<file path="config.mk">
export PLATFORM = sky130hd
export DESIGN_NAME = regfile_write_arbiter
export DESIGN_NICKNAME = d
export VERILOG_FILES = /design/src/rtl/regfile_write_arbiter_pkg.sv /design/src/rtl/regfile_write_arbiter_result_fifo.sv /design/src/rtl/regfile_write_arbiter.sv
export SDC_FILE = /design/constraint.sdc
export NUM_CORES = 1
export LEC_CHECK = 0
export ABC_CLOCK_PERIOD_IN_PS = 7450
export BUFFER_PORTS_ARGS = -buffer_cell sky130_fd_sc_hd__buf_4
export CAP_MARGIN = 40
export CORE_MARGIN = 1
export CORE_UTILIZATION = 55
export DETAILED_ROUTE_END_ITERATION = 16
export PLACE_DENSITY = 0.84
export SYNTH_ARGS = -nofsm -noshare
export SYNTH_HDL_FRONTEND = slang
export SYNTH_HIERARCHICAL = 1
export SYNTH_SLANG_ARGS = --single-unit
</file>
<file path="constraint.sdc">
create_clock -name clock -period 7.45 [get_ports clock]
set_clock_uncertainty 0.15 [all_clocks]
set_input_delay 0.745 -clock clock [delete_from_list [all_inputs] [get_ports clock]]
set_output_delay 0.745 -clock clock [all_outputs]
set_load 0.05 [all_outputs]
</file>
<file path="src/rtl/regfile_write_arbiter_pkg.sv">
// Shared definitions for the register-file write port arbiter: widths,
// the write-request record and the arbitration state encoding.
package regfile_write_arbiter_pkg;

   localparam int REG_ADDR_W = 5;
   localparam int DATA_W     = 32;
   localparam logic [REG_ADDR_W-1:0] REG_ZERO = 5'd0;

   typedef struct packed {
      logic [REG_ADDR_W-1:0] addr;
      logic [DATA_W-1:0]     data;
   } wr_req_t;

   typedef enum logic [0:0] {
      NORMAL = 1'b0,
      FORCE  = 1'b1
   } arb_state_e;

   localparam wr_req_t WR_REQ_NONE = '{addr: 5'd0, data: 32'h0000_0000};

   // Register 0 is hard-wired; a request to it is consumed but never written.
   function automatic logic writes_reg(input wr_req_t req);
      return (req.addr != REG_ZERO);
   endfunction

   function automatic wr_req_t squash_zero(input wr_req_t req);
      wr_req_t res;
      if (writes_reg(req)) begin
         res = req;
      end else begin
         res = WR_REQ_NONE;
      end
      return res;
   endfunction

endpackage

</file>
<file path="src/rtl/regfile_write_arbiter_result_fifo.sv">
// Small circular FIFO holding long-latency results until they win the
// register-file write port. Head is valid one cycle after the push.
module regfile_write_arbiter_result_fifo
   import regfile_write_arbiter_pkg::*;
#(
   parameter int DEPTH = 4,
   parameter int CNT_W = $clog2(DEPTH + 1)
) (
   input  logic             clock,
   input  logic             reset,
   input  logic             i_push,
   input  wr_req_t          i_push_req,
   input  logic             i_pop,
   output logic             o_empty,
   output logic [CNT_W-1:0] o_count,
   output wr_req_t          o_head
);

   localparam int PTR_W = $clog2(DEPTH);
   localparam logic [PTR_W-1:0] PTR_ZERO = {PTR_W{1'b0}};
   localparam logic [PTR_W-1:0] PTR_ONE  = {{(PTR_W-1){1'b0}}, 1'b1};
   localparam logic [CNT_W-1:0] CNT_ZERO = {CNT_W{1'b0}};
   localparam logic [CNT_W-1:0] CNT_ONE  = {{(CNT_W-1){1'b0}}, 1'b1};
   localparam logic [CNT_W-1:0] CNT_FULL = CNT_W'(DEPTH);

   wr_req_t          r_mem [DEPTH];
   logic [PTR_W-1:0] r_wr_ptr;
   logic [PTR_W-1:0] r_rd_ptr;
   logic [CNT_W-1:0] r_count;
   logic             w_full;
   logic             w_do_push;
   logic             w_do_pop;

   assign o_empty   = (r_count == CNT_ZERO);
   assign w_full    = (r_count == CNT_FULL);
   assign o_count   = r_count;
   assign o_head    = r_mem[r_rd_ptr];
   assign w_do_push = i_push & ~w_full;
   assign w_do_pop  = i_pop & ~o_empty;

   // Storage array; pointers are power-of-two wide so they wrap naturally.
   always_ff @(posedge clock) begin
      if (!reset) begin
         for (int i = 0; i < DEPTH; i++) begin
            r_mem[i] <= WR_REQ_NONE;
         end
      end else if (w_do_push) begin
         r_mem[r_wr_ptr] <= i_push_req;
      end
   end

   // Pointer and occupancy bookkeeping.
   always_ff @(posedge clock) begin
      if (!reset) begin
         r_wr_ptr <= PTR_ZERO;
         r_rd_ptr <= PTR_ZERO;
         r_count  <= CNT_ZERO;
      end else begin
         if (w_do_push) begin
            r_wr_ptr <= r_wr_ptr + PTR_ONE;
         end
         if (w_do_pop) begin
            r_rd_ptr <= r_rd_ptr + PTR_ONE;
         end
         case ({w_do_push, w_do_pop})
            2'b10:   r_count <= r_count + CNT_ONE;
            2'b01:   r_count <= r_count - CNT_ONE;
            default: r_count <= r_count;
         endcase
      end
   end

endmodule

</file>
<file path="src/rtl/regfile_write_arbiter.sv">
// Shares the single register-file write port between the writeback stage
// (priority) and queued long-latency results, with a starvation guard.
module regfile_write_arbiter
   import regfile_write_arbiter_pkg::*;
#(
   parameter int DEPTH        = 4,
   parameter int STARVE_LIMIT = 8
) (
   input  logic                         clock,
   input  logic                         reset,
   input  logic                         i_wb_valid,
   input  logic [REG_ADDR_W-1:0]        i_wb_addr,
   input  logic [DATA_W-1:0]            i_wb_data,
   output logic                         o_stall_wb,
   input  logic                         i_lu_valid,
   input  logic [REG_ADDR_W-1:0]        i_lu_addr,
   input  logic [DATA_W-1:0]            i_lu_data,
   output logic                         o_lu_ready,
   output logic                         o_rf_we,
   output logic [REG_ADDR_W-1:0]        o_rf_waddr,
   output logic [DATA_W-1:0]            o_rf_wdata,
   output logic [$clog2(DEPTH+1)-1:0]   o_fifo_count
);

   localparam int CNT_W = $clog2(DEPTH + 1);
   localparam int STV_W = $clog2(STARVE_LIMIT + 1);
   localparam logic [CNT_W-1:0] CNT_FULL = CNT_W'(DEPTH);
   localparam logic [STV_W-1:0] STV_ZERO = {STV_W{1'b0}};
   localparam logic [STV_W-1:0] STV_ONE  = {{(STV_W-1){1'b0}}, 1'b1};
   localparam logic [STV_W-1:0] STV_TRIP = STV_W'(STARVE_LIMIT - 1);

   arb_state_e       r_state;
   arb_state_e       w_state_nxt;
   logic [STV_W-1:0] r_starve;
   logic [STV_W-1:0] w_starve_nxt;
   logic [STV_W-1:0] w_starve_inc;
   logic             r_stall_wb;
   logic             w_stall_nxt;

   logic             w_wb_accept;
   wr_req_t          w_wb_req;
   wr_req_t          w_lu_req;
   logic             w_push;
   logic             w_pop;
   logic             w_fifo_empty;
   logic [CNT_W-1:0] w_fifo_count;
   wr_req_t          w_fifo_head;
   logic             w_grant;
   wr_req_t          w_grant_req;
   wr_req_t          w_out_req;

   assign w_wb_accept  = i_wb_valid & ~r_stall_wb;
   assign w_wb_req     = '{addr: i_wb_addr, data: i_wb_data};
   assign w_lu_req     = '{addr: i_lu_addr, data: i_lu_data};
   assign o_lu_ready   = (w_fifo_count != CNT_FULL);
   assign w_push       = i_lu_valid & o_lu_ready;
   assign w_starve_inc = r_starve + STV_ONE;
   assign o_stall_wb   = r_stall_wb;
   assign o_fifo_count = w_fifo_count;

   regfile_write_arbiter_result_fifo #(
      .DEPTH (DEPTH),
      .CNT_W (CNT_W)
   ) u_result_fifo (
      .clock      (clock),
      .reset      (reset),
      .i_push     (w_push),
      .i_push_req (w_lu_req),
      .i_pop      (w_pop),
      .o_empty    (w_fifo_empty),
      .o_count    (w_fifo_count),
      .o_head     (w_fifo_head)
   );

   // Grant selection, starvation accounting and next-state logic.
   always_comb begin
      w_state_nxt  = r_state;
      w_starve_nxt = STV_ZERO;
      w_stall_nxt  = 1'b0;
      w_pop        = 1'b0;
      w_grant      = 1'b0;
      w_grant_req  = WR_REQ_NONE;
      case (r_state)
         NORMAL: begin
            if (w_wb_accept) begin
               w_grant     = 1'b1;
               w_grant_req = w_wb_req;
               if (!w_fifo_empty) begin
                  w_starve_nxt = w_starve_inc;
                  // Head has lost often enough: hold writeback for one cycle.
                  if (w_starve_inc >= STV_TRIP) begin
                     w_state_nxt = FORCE;
                     w_stall_nxt = 1'b1;
                  end else begin
                     w_state_nxt = NORMAL;
                  end
               end else begin
                  w_starve_nxt = STV_ZERO;
               end
            end else if (!w_fifo_empty) begin
               w_grant     = 1'b1;
               w_grant_req = w_fifo_head;
               w_pop       = 1'b1;
            end else begin
               w_grant = 1'b0;
            end
         end
         FORCE: begin
            w_state_nxt = NORMAL;
            if (!w_fifo_empty) begin
               w_grant     = 1'b1;
               w_grant_req = w_fifo_head;
               w_pop       = 1'b1;
            end else begin
               w_grant = 1'b0;
            end
         end
         default: begin
            w_state_nxt = NORMAL;
         end
      endcase
   end

   // Write data to the register file is zeroed whenever no real write happens.
   always_comb begin
      w_out_req = WR_REQ_NONE;
      if (w_grant) begin
         w_out_req = squash_zero(w_grant_req);
      end else begin
         w_out_req = WR_REQ_NONE;
      end
   end

   // Arbitration state and starvation counter.
   always_ff @(posedge clock) begin
      if (!reset) begin
         r_state    <= NORMAL;
         r_starve   <= STV_ZERO;
         r_stall_wb <= 1'b0;
      end else begin
         r_state    <= w_state_nxt;
         r_starve   <= w_starve_nxt;
         r_stall_wb <= w_stall_nxt;
      end
   end

   // Registered register-file write port.
   always_ff @(posedge clock) begin
      if (!reset) begin
         o_rf_we    <= 1'b0;
         o_rf_waddr <= REG_ZERO;
         o_rf_wdata <= 32'h0000_0000;
      end else begin
         o_rf_we    <= w_grant & writes_reg(w_grant_req);
         o_rf_waddr <= w_out_req.addr;
         o_rf_wdata <= w_out_req.data;
      end
   end

endmodule

</file>
Yosys cells after proc, flatten, opt, wreduce, memory -nomap -nowiden
Memories as Yosys holds them, arrays and structs flattened. A register that Yosys moved wholly into a read port is not among the register bits.
Index checks and enable logic that the tools add are counted.
Widths: inputs -> output; s select.
{"block": "word_totals", "reg_bits": 51, "ram_bits": 148, "in_bits": 78, "out_inout_bits": 43, "elab_cells": 60, "n_memories": 1}
{"name": "u_result_fifo.r_mem", "depth": 4, "width": 37, "rd": 1, "rd_clocked_by_memory_dff": 1, "write_ports": 4, "line_no": "regfile_write_arbiter_result_fifo.sv:26", "text": "wr_req_t r_mem [DEPTH];"}
{"block": "classes", "addsub": 5, "magnitude_cmp": 1, "eq_ne": 4, "muxes": 22, "n_bitwise": 11, "reduce_logical": 7}
{"cell": "$mux 37", "count": 3}
{"cell": "$pmux 37 s2", "count": 1}
{"cell": "$reduce_or 37->1", "count": 1}
{"cell": "$mux 1", "count": 11}
{"cell": "$mux 2", "count": 3}
{"cell": "$not 1->1", "count": 6}
{"cell": "$pmux 1 s2", "count": 3}
{"cell": "$pmux 3 s2", "count": 1}
{"cell": "$and 1x1->1", "count": 5}
{"cell": "$reduce_bool 5->1", "count": 1}
{"cell": "$add 2x1->2 const B", "count": 2}
{"cell": "$add 4x1->4 const B", "count": 1}
{"cell": "$ge 4x3->1 const B", "count": 1}
{"cell": "$reduce_or 4->1", "count": 1}
{"cell": "$add 3x1->3 const B", "count": 1}
{"cell": "$eq 3x3->1 const B", "count": 1}
{"cell": "$logic_not 3->1", "count": 1}
{"cell": "$ne 3x3->1 const B", "count": 1}
{"cell": "$reduce_and 3->1", "count": 1}
{"cell": "$sub 3x1->3 const B", "count": 1}
{"cell": "$eq 2x1->1 const B", "count": 1}
{"cell": "$eq 2x2->1 const B", "count": 1}
{"cell": "$reduce_bool 2->1", "count": 1}
{"cell": "$reduce_or 2->1", "count": 1}

Longest topological paths before layout
{"block": "depth", "word_depth": 8, "mapped_depth": 12, "mapped_depth_nobuf": 10}

By module
Netlist, hierarchy kept.
{"mod": "regfile_write_arbiter_result_fifo", "instances": 1, "cells_per_inst": 411, "area_per_inst_um2": 6944.2}
{"mod": "regfile_write_arbiter", "instances": 1, "cells_per_inst": 162, "area_per_inst_um2": 1825.5}

Worst setup path before layout
Ideal clock, no wire load.
{"block": "synth_path", "kind": "reg2reg", "from": "reg u_result_fifo.r_count[1], in the netlist u_result_fifo/o_count[1]", "to": "mem u_result_fifo/r_mem[2][0] in the netlist's numbering, enable pin", "setup_time_ps": 483, "arrival_ps": 4235, "required_time_ps": 6817, "slack_ps": 2583, "stages_incl_launch_ff": 6, "path_buffers": 0, "synth_period_minus_slack_ps": 4867, "path_cell_list": "dfxtp_1 > nor2_1 > nand2_1 > and2_1 > nand2_1 > o21ai_0"}
{"item": "start: declaration", "line_no": "regfile_write_arbiter_result_fifo.sv:29", "text": "logic [CNT_W-1:0] r_count;"}
{"item": "start signal: assignment", "line_no": "regfile_write_arbiter_result_fifo.sv:66", "text": "2'b10: r_count <= r_count + CNT_ONE;"}
{"item": "start signal: assignment", "line_no": "regfile_write_arbiter_result_fifo.sv:67", "text": "2'b01: r_count <= r_count - CNT_ONE;"}
{"item": "start signal: assignment", "line_no": "regfile_write_arbiter_result_fifo.sv:68", "text": "default: r_count <= r_count;"}
{"item": "end: declaration", "line_no": "regfile_write_arbiter_result_fifo.sv:26"}

Worst setup path in the final report
{"block": "layout_path", "from": "in i_wb_valid", "to": "reg u_result_fifo.r_count[2], in the netlist u_result_fifo/o_count[2]"}
{"block": "layout_via", "elab_chain_len": 6}
{"item": "start: declaration", "line_no": "regfile_write_arbiter.sv:11", "text": "input logic i_wb_valid,"}
{"item": "$and 1x1->1 *", "line_no": "regfile_write_arbiter.sv:52", "text": "assign w_wb_accept = i_wb_valid & ~r_stall_wb;"}
{"item": "$mux 1 *", "line_no": "regfile_write_arbiter.sv:85", "text": "if (w_wb_accept) begin"}
{"item": "$pmux 1 s2 *", "line_no": "regfile_write_arbiter.sv:83", "text": "case (r_state)"}
{"item": "$and 1x1->1 *", "line_no": "regfile_write_arbiter_result_fifo.sv:39", "text": "assign w_do_pop = i_pop & ~o_empty;"}
{"item": "via u_result_fifo.w_do_pop", "line_no": "regfile_write_arbiter_result_fifo.sv:32", "text": "logic w_do_pop;"}
{"item": "$eq 2x1->1 / $eq 2x2->1 (equally long branches)", "line_no": "regfile_write_arbiter_result_fifo.sv:65", "text": "case ({w_do_push, w_do_pop})"}
{"item": "$pmux 3 s2 / $reduce_bool 2->1 (equally long branches)"}
Mark *: on every way through the listed nets, which the timed path passes. The rest lies on a longest branch.
A chain may end at the register's enable or synchronous reset.

==> metrics.yaml <==
outcome:
  status: "finished, final reports clean"
layout:
  num-fill-cells: 1019
  final_cell_mix: "edfxtp_1, buf_4, and2_1, dfxtp_1, mux4_2"
  antenna-diode-count: 0
  drive_gt1_frac: 0.388
  final_common_cell: "edfxtp_1"
  area_delta_synth_final_pct: 18.9
  multi_input_area_mm2: 0.00305
  stdcell_area_mm2: 0.0104
  fin_nets: 765
  seq_area_mm2: 0.00549
clock_tree:
  cts_hold_buf: 0
  clock_path_buffers: 2
  insertion_delay_ns: 0.44
  htreeDepth: 4
  path_clk_slew_ns: 0.06
  post_cts_buffers: 0
  cts_resized: 0
  clock_sinks: 200
  cts_tree: "built"
  numCtsBuffers: 17
  cts_root_buffer: "clkbuf_16"
sta:
  tightest_slew_ns: 0.953
  maxSlewHeadroom: 0.363
  hold_viol: 0
  period_needed_ns: 3.38
  fmax_mhz: 295
  fin_crit_sh: 0.454
  slew_violations: 0
  final.setup.tns_ns: 0
  rsz0062_at_grt: "no"
  setup_violations: 0
global_route:
  grt_max_degree: 42
  antenna_found_initial: 0
  grt_pass1_vias: 5473
  track_usage: 0.246
  grt_pass1_wl_um: 29200
  overflow: 0
placed_design:
  hpwl_um: 11300
  gp_congestion: 0.790
  portBuffers: 120
  placed_area_mm2: 0.00985
critical_path:
  path_buf_inv: 3
  start_kind: "input pin"
  rr_startpoint: "r_state"
  cpMaxStageDelayCell: "nor2_4"
  critPathCaptureType: "flip-flop"
  crit_chain: "buf_4, nor2b_4, buf_4, nor2_4, nor2b_1, ha_1, inv_1, fa_1, xor2_1, or3_1, a21boi_0"
  crit_fanout: 41
  cp-startpoint: "i_wb_valid"
  ff2ff_path_depth: 10
  cp-endpoint: "u_result_fifo/o_count[2]"
  crit_required_ns: 7.66
  r2r_end: "u_result_fifo/o_count[2]"
  cp.depth: 11
  critPathKind: "in2reg"
  r2r_slack_ns: 4.18
  crit_top_cell: "buf_4"
  worst-endpoint-arrival_ns: 3.60
  cpLargestDelayFamily: "simple AND/OR/NAND/NOR gates"
  max_stage_delay_ns: 0.80
die:
  ios: 121
  row_count: 45
  die_w_um: 128
  core_area_mm2: 0.0154
  start_util: 0.571
  die_h_um: 128
  dieArea_mm2: 0.0165
yosys:
  synth.distinct_cells: 45
  ys_seq_area_frac: 0.625
  synth_edf_count: 148
  ys_async_sr_fraction: 0
  synth_area_mm2: 0.00877
  avgSynthCellArea_um2: 15.3
  syn-num-nets: 655
  synthFlopType: "edfxtp_1"
  ys_ff_latch: 200
  syn-instance-count: 573
  synth_warnings: 6
power:
  irDropWorstVdd_v: 0.000191
  power.density_mw_per_mm2: 295
  swShare: 0.298
  power_frac_seq: 0.453
  leakage_nw: 3.93
  power_frac_comb: 0.255
  pwr-share-clk: 0.292
  intPower_mw: 2.16
  power_switching_mw: 0.914
routing:
  wl_per_cell_um: 20.8
  wl_um: 18900
  via_per_inst: 5.73
  drc_errors: 0
  drt_pass1_iterations: 5
  ant_nets: 0
  num_vias: 5197
  drt_iter0_drc: 374
flow_run:
  drv_cap: 0
hold_path:
  hold_path_depth: 1
  hold_path.class: "reg2reg"
synthesized netlist by cell type, drive strengths merged, types with 3 or more instances:
| library cell | count | area [um2] |
|---|---|---|
| a211oi | 32 | 335 |
| a21oi | 3 | 18.8 |
| a22oi | 32 | 240 |
| and2 | 152 | 1030 |
| buf | 31 | 248 |
| clkbuf | 12 | 46.3 |
| dfxtp | 52 | 1040 |
| edfxtp | 148 | 4440 |
| ha | 3 | 37.5 |
| inv | 6 | 22.5 |
| mux2 | 4 | 56.3 |
| mux4 | 37 | 833 |
| nand2 | 8 | 30.0 |
| nand2b | 3 | 18.8 |
| nand3 | 3 | 15.0 |
| nor2 | 6 | 22.5 |
| nor2b | 9 | 63.8 |
| o21ai | 9 | 45.0 |
| xor2 | 3 | 26.3 |
layout make-up:
type                    count  share of cell area
clock buffers              22              0.0455
clock inverters            10             0.00984
inverters                   6             0.00216
multi-input cells         324               0.292
flip-flops and latches    200               0.526
well taps                 211              0.0253
repair buffers            134              0.0989
flip-flops by register name, summed over array words and instances, names as in the netlist, named ones only:
register / flops
u_result_fifo/r_mem: 148
o_rf_wdata: 32
o_rf_waddr: 5
r_starve: 4
u_result_fifo/o_count: 3
u_result_fifo/r_rd_ptr: 2
u_result_fifo/r_wr_ptr: 2
o_rf_we: 1
r_state: 1
metrics by stage:
step	util	hold WS (ns)	std cells	power, mW	setup slack [ns]
floorplan	-	0.280	573	1.97	2.58
global placement	0.638	0.288	873	2.17	3.73
detailed placement	0.641	0.308	875	2.20	3.61
CTS	0.678	0.323	907	3.08	4.06
global route	0.678	0.377	907	3.18	3.91
finish	0.678	0.324	907	3.07	4.07
kinds of logic after synthesis:
| kind of cell | share of synthesized area |
|---|---|
| buffers and inverters | 0.0361 |
| AO/OA/AOI/OAI | 0.0755 |
| XOR/XNOR | 0.00400 |
| AND/OR/NAND/NOR | 0.150 |
| flip-flops | 0.625 |
| adder cells (fa/ha/maj) | 0.00656 |
| multiplexers | 0.103 |
worst min path at each step:
stage / from / endpoint / slack [ns]
3_3_place_gp: r_starve[0] / r_starve[0] / 0.29
3_5_place_dp: r_starve[0] / r_starve[0] / 0.31
2_1_floorplan: r_starve[0] / r_starve[0] / 0.28
4_1_cts: r_starve[0] / r_starve[0] / 0.32
6_report: r_starve[0] / r_starve[0] / 0.32
5_1_grt: r_starve[3] / r_starve[3] / 0.38
power by group through the flow:
| stage | clock network [mW] | logic (mW) | registers [mW] |
|---|---|---|---|
| after floorplan | 0 | 0.442 | 1.53 |
| after global placement | 0 | 0.757 | 1.41 |
| after detailed placement | 0 | 0.785 | 1.41 |
| after CTS | 0.903 | 0.788 | 1.39 |
| after global routing | 0.950 | 0.830 | 1.40 |
| final | 0.896 | 0.783 | 1.39 |
per-layer routing:
layer  part of all wire  vias to the layer above  global-route usage
li1                   -                     2346                   -
met1               0.39                     2597               0.299
met2               0.53                      222               0.427
met3              0.065                       32              0.0526
met4              0.021                        0              0.0983
met5                  0                        -                   0
(Power assumes the default switching activity.)
